## config.mk

```make
export PLATFORM = sky130hd
export DESIGN_NAME = pipe_stage_buf_flat
export DESIGN_NICKNAME = d
export VERILOG_FILES = /design/src/rtl/pipe_stage_buf_pkg.sv /design/src/rtl/pipe_stage_buf_if.sv /design/src/rtl/pipe_stage_buf.sv /design/src/flat_wrapper.sv
export SDC_FILE = /design/constraint.sdc
export NUM_CORES = 1
export LEC_CHECK = 0
export ABC_CLOCK_PERIOD_IN_PS = 11300
export CORE_ASPECT_RATIO = 1.1
export CORE_MARGIN = 5
export CORE_UTILIZATION = 50
export CTS_BUF_LIST = sky130_fd_sc_hd__clkbuf_8
export DETAILED_ROUTE_END_ITERATION = 10
export PLACE_DENSITY = 0.95
export REMOVE_ABC_BUFFERS = 1
export SLEW_MARGIN = 20
export SYNTH_ARGS = -nofsm -noshare
export SYNTH_HDL_FRONTEND = slang
export SYNTH_SLANG_ARGS = --single-unit
```

## constraint.sdc

```tcl
create_clock -name clk -period 11.3 [get_ports clk]
set_clock_uncertainty 0.2 [all_clocks]
set_input_delay 2.26 -clock clk [delete_from_list [all_inputs] [get_ports clk]]
set_output_delay 2.26 -clock clk [all_outputs]
set_load 0.02 [all_outputs]
```

## src/rtl/pipe_stage_buf_pkg.sv

```systemverilog
// pipe_stage_buf_pkg: shared stage-bus width constants for the 5-stage core
package pipe_stage_buf_pkg;
  localparam int IF_ID_BUS_W = 64;
  localparam int ID_EX_BUS_W = 151;
  localparam int EX_MA_BUS_W = 71;
  localparam int MA_WB_BUS_W = 70;
endpackage

```

## src/rtl/pipe_stage_buf_if.sv

```systemverilog
// pipe_stage_buf_if: allowin/validout handshake, flush and status bundle for one inter-stage buffer
interface pipe_stage_buf_if #(
  parameter int BUS_W = 64,
  parameter int DEPTH = 2
);
  localparam int CNT_W = $clog2(DEPTH + 1);
  logic prev_validout;
  logic [BUS_W-1:0] in_bus;
  logic allowin;
  logic next_allowin;
  logic validout;
  logic [BUS_W-1:0] out_bus;
  logic flush;
  logic [CNT_W-1:0] occupancy;
  logic [31:0] stall_cnt;
  modport slave (
    input prev_validout, in_bus, next_allowin, flush,
    output allowin, validout, out_bus, occupancy, stall_cnt
  );
  modport master (
    output prev_validout, in_bus, next_allowin, flush,
    input allowin, validout, out_bus, occupancy, stall_cnt
  );
endinterface

```

## src/rtl/pipe_stage_buf.sv

```systemverilog
// pipe_stage_buf: DEPTH-entry stage buffer with flush and occupancy; PIPE_BUF_STALL_CNT_EN enables the stall counter
module pipe_stage_buf
  import pipe_stage_buf_pkg::*;
#(
  parameter int BUS_W = IF_ID_BUS_W,
  parameter int DEPTH = 2,
  localparam int CNT_W = $clog2(DEPTH + 1)
) (
  input logic clk,
  input logic rst,
  pipe_stage_buf_if.slave port
);
  localparam int PTR_W = DEPTH > 1 ? $clog2(DEPTH) : 1;
  logic [BUS_W-1:0] mem [DEPTH];
  logic [PTR_W-1:0] rd_ptr, wr_ptr;
  logic [CNT_W-1:0] count;
  logic allow, valid, push, pop;
  function automatic logic [PTR_W-1:0] inc(input logic [PTR_W-1:0] p);
    return p == PTR_W'(DEPTH - 1) ? '0 : p + 1'b1;
  endfunction
  // handshake: a full buffer still accepts when the head leaves this cycle
  always_comb begin
    allow = (count != CNT_W'(DEPTH)) || port.next_allowin;
    valid = count != '0;
    push = port.prev_validout && allow && !port.flush;
    pop = valid && port.next_allowin && !port.flush;
    port.allowin = allow;
    port.validout = valid;
    port.out_bus = valid ? mem[rd_ptr] : '0;
    port.occupancy = count;
  end
  // pointers and count; flush wins over same-cycle push/pop
  always_ff @(posedge clk or posedge rst) begin
    if (rst) begin
      rd_ptr <= '0;
      wr_ptr <= '0;
      count <= '0;
    end else if (port.flush) begin
      rd_ptr <= '0;
      wr_ptr <= '0;
      count <= '0;
    end else begin
      if (push) wr_ptr <= inc(wr_ptr);
      if (pop) rd_ptr <= inc(rd_ptr);
      count <= count + CNT_W'(push) - CNT_W'(pop);
    end
  end
  // storage is data-only, so it carries no reset
  always_ff @(posedge clk) begin
    if (push) mem[wr_ptr] <= port.in_bus;
  end
`ifdef PIPE_BUF_STALL_CNT_EN
  logic [31:0] stall_q;
  // counts cycles the head is held back by downstream
  always_ff @(posedge clk or posedge rst) begin
    if (rst) stall_q <= '0;
    else if (valid && !port.next_allowin && !port.flush) stall_q <= stall_q + 32'd1;
  end
  assign port.stall_cnt = stall_q;
`else
  assign port.stall_cnt = '0;
`endif
endmodule
```

## src/flat_wrapper.sv

```systemverilog
// flat-port wrapper written by rule: the top's interface ports become plain ports
module pipe_stage_buf_flat import pipe_stage_buf_pkg::*;
#(
  parameter int BUS_W = IF_ID_BUS_W,
  parameter int DEPTH = 2,
  localparam int CNT_W = $clog2(DEPTH + 1)
)
  (clk, rst, port_prev_validout, port_in_bus, port_next_allowin, port_flush, port_allowin, port_validout, port_out_bus, port_occupancy, port_stall_cnt);
  pipe_stage_buf_if #(.BUS_W(BUS_W), .DEPTH(DEPTH)) port_i ();
  input logic clk;
  input logic rst;
  input wire logic [$bits(port_i.prev_validout)-1:0] port_prev_validout;
  input wire logic [$bits(port_i.in_bus)-1:0] port_in_bus;
  input wire logic [$bits(port_i.next_allowin)-1:0] port_next_allowin;
  input wire logic [$bits(port_i.flush)-1:0] port_flush;
  output wire logic [$bits(port_i.allowin)-1:0] port_allowin;
  output wire logic [$bits(port_i.validout)-1:0] port_validout;
  output wire logic [$bits(port_i.out_bus)-1:0] port_out_bus;
  output wire logic [$bits(port_i.occupancy)-1:0] port_occupancy;
  output wire logic [$bits(port_i.stall_cnt)-1:0] port_stall_cnt;
  assign port_i.prev_validout = port_prev_validout;
  assign port_i.in_bus = port_in_bus;
  assign port_i.next_allowin = port_next_allowin;
  assign port_i.flush = port_flush;
  assign port_allowin = port_i.allowin;
  assign port_validout = port_i.validout;
  assign port_out_bus = port_i.out_bus;
  assign port_occupancy = port_i.occupancy;
  assign port_stall_cnt = port_i.stall_cnt;
  pipe_stage_buf #(.BUS_W(BUS_W), .DEPTH(DEPTH)) u_core (.clk(clk), .rst(rst), .port(port_i));
endmodule
```

==> metrics.md <==
| Metric | Value |
|---|---|
| Slew at the pin closest to its max-slew limit | `between 1000 and 1500 ps` |
| Total vias in the final route | `about 3.0k` |
| Drt pass-1 iters | `4` |
| # rows | `39` |
| Vias/cell | `around 4.7` |
| Power density over the cells | `roughly 180 nW/µm²` |
| Post-CTS sizing | `0` |
| CTS Sinks | `between 100 and 150` |
| Clock latency on the worst-skew pair | `between 400 and 500 ps` |
| Unique masters post-synth | `21` |
| Sequential share of the synthesized area | `between 70% and 80%` |
| Final core utilization | `between 60% and 70%` |
| H-tree depth | `4` |
| Pre-CTS WS | `approximately 5200 ps` |
| Drt total wl | `10200 µm` |
| Synth Register Bits | `about 130` |
| Clock root cell | `clkbuf_8` |
| Final Cycle Share | `54.0%` |
| 1st-iter DRT viols | `151` |
| # IOs | `~170` |
| Final setup fails | `0` |
| Worst Setup Path Type | `in2out` |
| Largest stage delay, worst path | `550 ps` |
| Fin crit period | `6100 ps` |
| Syn Std Cell Area | `5280 µm²` |
| Hold Crit Class | `reg2reg` |
| Total gr overflow | `0` |
| Routed WL per cell | `between 15 and 20 µm` |
| Share of layout cells above drive strength 1 | `about 7.2%` |
| Status | `finished, final reports clean` |
| Port bufs | `about 140` |
| Syn avg cell area | `16.0 µm²` |
| Leakage | `about 0.0024 µW` |
| CTS max path bufs | `2` |
| Peak Freq | `~160 MHz` |
| Max transition margin | `roughly 24%` |
| Chip width | `about 110 µm` |
| Fillers | `737` |
| Post-CTS setup buffer count | `0` |
| Reg area | `around 4000 µm²` |
| Leading area contributor after synthesis | `edfxtp_1` |
| HP Start | `u_core.wr_ptr` |
| Maximum number of pins on one net before global-route repair | `between 60 and 70` |
| Setup TNS | `0 ps` |
| Critical Path RT | `around 8800 ps` |
| CTS clk-pin slew, worst paths | `around 70 ps` |
| Crit path from | `port_next_allowin` |
| Total Nets Final | `544` |
| CORE AREA | `a little over 10000 µm²` |
| CP max FO | `3` |
| Area grow syn2layout | `32.3%` |
| Maximum VDD drop | `between 0.1 and 0.15 mV` |
| Die Y | `about 120 µm` |
| Initial core utilization | `between 50% and 60%` |
| Area taken by multi-input logic gates | `roughly 1100 µm²` |
| Die area | `roughly 13000 µm²` |
| Worst R2R Start | `u_core.port.occupancy[1]` |
| DRC viols | `0` |
| Share of the synthesized area in the top cell type | `around 73%` |
| Startpoint types | `input port` |
| Num CTS Buffers | `17` |
| Hold buffers post-CTS | `0` |
| CTS tree | `yes` |
| CP endpoint kind | `primary output` |
| Slowest stage cell, crit path | `clkdlybuf4s50_1` |
| Max Slew Vio Count | `0` |
| WP data arrival | `~3600 ps` |
| DP Wirelength | `6830 µm` |
| RSZ-0062 raised after global routing | `false` |
| Post-synthesis cell count | `330` |
| CP most frequent cell | `clkdlybuf4s50_1` |
| Final WS setup | `approximately 5200 ps` |
| GP Congestion | `0.756` |
| Ys Warns | `0` |
| Ant. Diodes | `0` |
| GRT Total Usage | `between 10% and 20%` |
| DRT antenna net count | `0` |
| First-pass GRT wire length | `between 15000 and 20000 µm` |
| Number of global-route vias before repair | `~3.2k` |
| Synth area leaders | `edfxtp_1 (73%), mux2i_1 (12%), nor2_1 (4.9%)` |
| Fin. Hold Viols | `0` |
| # Max-Cap Violations | `0` |
| Critical Path, Cell by Cell | `clkdlybuf4s50_1, or3b_4, clkdlybuf4s50_1` |
| Antenna violations before repair | `0` |
[worst paths after layout]
check,endpoint,depth (start not counted),slack [ps]
worst min register to register,u_core.wr_ptr,2,480
min in group asynchronous,u_core.wr_ptr,2,1860
worst max-delay path,port_allowin,3,5200
worst min-delay path,u_core.wr_ptr,2,480
max in group asynchronous,u_core.rd_ptr,2,8860
worst max register to register,u_core.mem[1][23],4,8590
[layout make-up]
type,instances,area share [%]
flip-flops and latches,132,56.5
repair buffers,139,19.8
multi-input cells,178,16.4
clock buffers,17,3.35
well taps,143,2.56
clock inverters,15,1.13
inverters,5,0.269
[worst max-delay path, delay by kind of cell]
| kind | cells | cell delay [ps] |
|---|---|---|
| buf+inv | 2 | 970 |
| simple gates | 1 | 410 |
[cell usage in the layout, fill, tap and decap left out]
cell type / count
and2_2: 1
mux2i_1: 64
dfrtp_4: 1
xor2_1: 2
buf_4: 3
clkinvlp_4: 3
inv_1: 9
clkinv_2: 5
nor2_1: 68
ha_1: 2
edfxtp_1: 128
dfrtp_1: 3
nand2_1: 1
clkinv_1: 2
and3b_4: 1
o21ai_0: 1
or3b_4: 1
xnor2_1: 1
conb_1: 32
a22o_1: 1
clkdlybuf4s50_1: 136
clkbuf_8: 17
nor3_2: 1
clkinv_4: 1
nor2b_1: 1
nor2_4: 1
[cells by family (layout without fill, tap and decap cells)]
| kind of cell | count (synthesis) | in the layout | share of synthesized area [%] |
|---|---|---|---|
| buffers and inverters | 51 | 176 | 6.09 |
| other | 1 | 32 | 0.0710 |
| DFF | 132 | 132 | 74.7 |
| muxes | 64 | 64 | 12.1 |
| AOI/OAI and AO/OA | 2 | 2 | 0.261 |
| adders and majority gates | 2 | 2 | 0.474 |
| xor gates and xnor gates | 3 | 3 | 0.498 |
| and+or+nand+nor | 75 | 75 | 5.78 |
[cells in the mapped netlist]
| library cell | n |
|---|---|
| edfxtp_1 | 128 |
| nor2_1 | 69 |
| mux2i_1 | 64 |
| buf_4 | 32 |
| buf_2 | 8 |
| inv_1 | 5 |
| buf_1 | 4 |
| dfrtp_1 | 4 |
| clkbuf_1 | 2 |
| ha_1 | 2 |
| xor2_1 | 2 |
| a22o_1 | 1 |
| and2_2 | 1 |
| and3b_4 | 1 |
| conb_1 | 1 |
| nand2_1 | 1 |
| nor2b_1 | 1 |
| nor3_1 | 1 |
| o21ai_0 | 1 |
| or3b_4 | 1 |
| xnor2_1 | 1 |
[stage by stage]
stage | cell area, µm² | hold slack [ps] | instances | total power (µW)
floorplan | 5090 | 375 | 315 | 777
global placement | 6670 | 409 | 597 | 923
detailed placement | 6670 | 464 | 597 | 932
CTS | 6990 | 483 | 629 | 1240
global route | 6990 | 537 | 629 | 1280
finish | 6990 | 483 | 629 | 1230
[report_power, final]
group	internal (µW)	total (µW)	switching, µW
Clock	144	310	166
Sequential	564	595	30.8
Combinational	155	322	167
Total	863	1230	364
[registers in the layout (all words and copies together), names as in the netlist]
name,flops
u_core.mem,128
u_core.port.occupancy,2
u_core.rd_ptr,1
u_core.wr_ptr,1
[per-layer routing]
layer / GRT usage, % / wire length [µm] / up-vias
li1: - / - / 1416
met1: 17.7 / 4000 / 1440
met2: 29.1 / 5430 / 121
met3: 5.87 / 668 / 8
met4: 5.84 / 95 / 0
met5: 0 / 0 / -
Note: power is estimated with default switching activity, not from simulation.
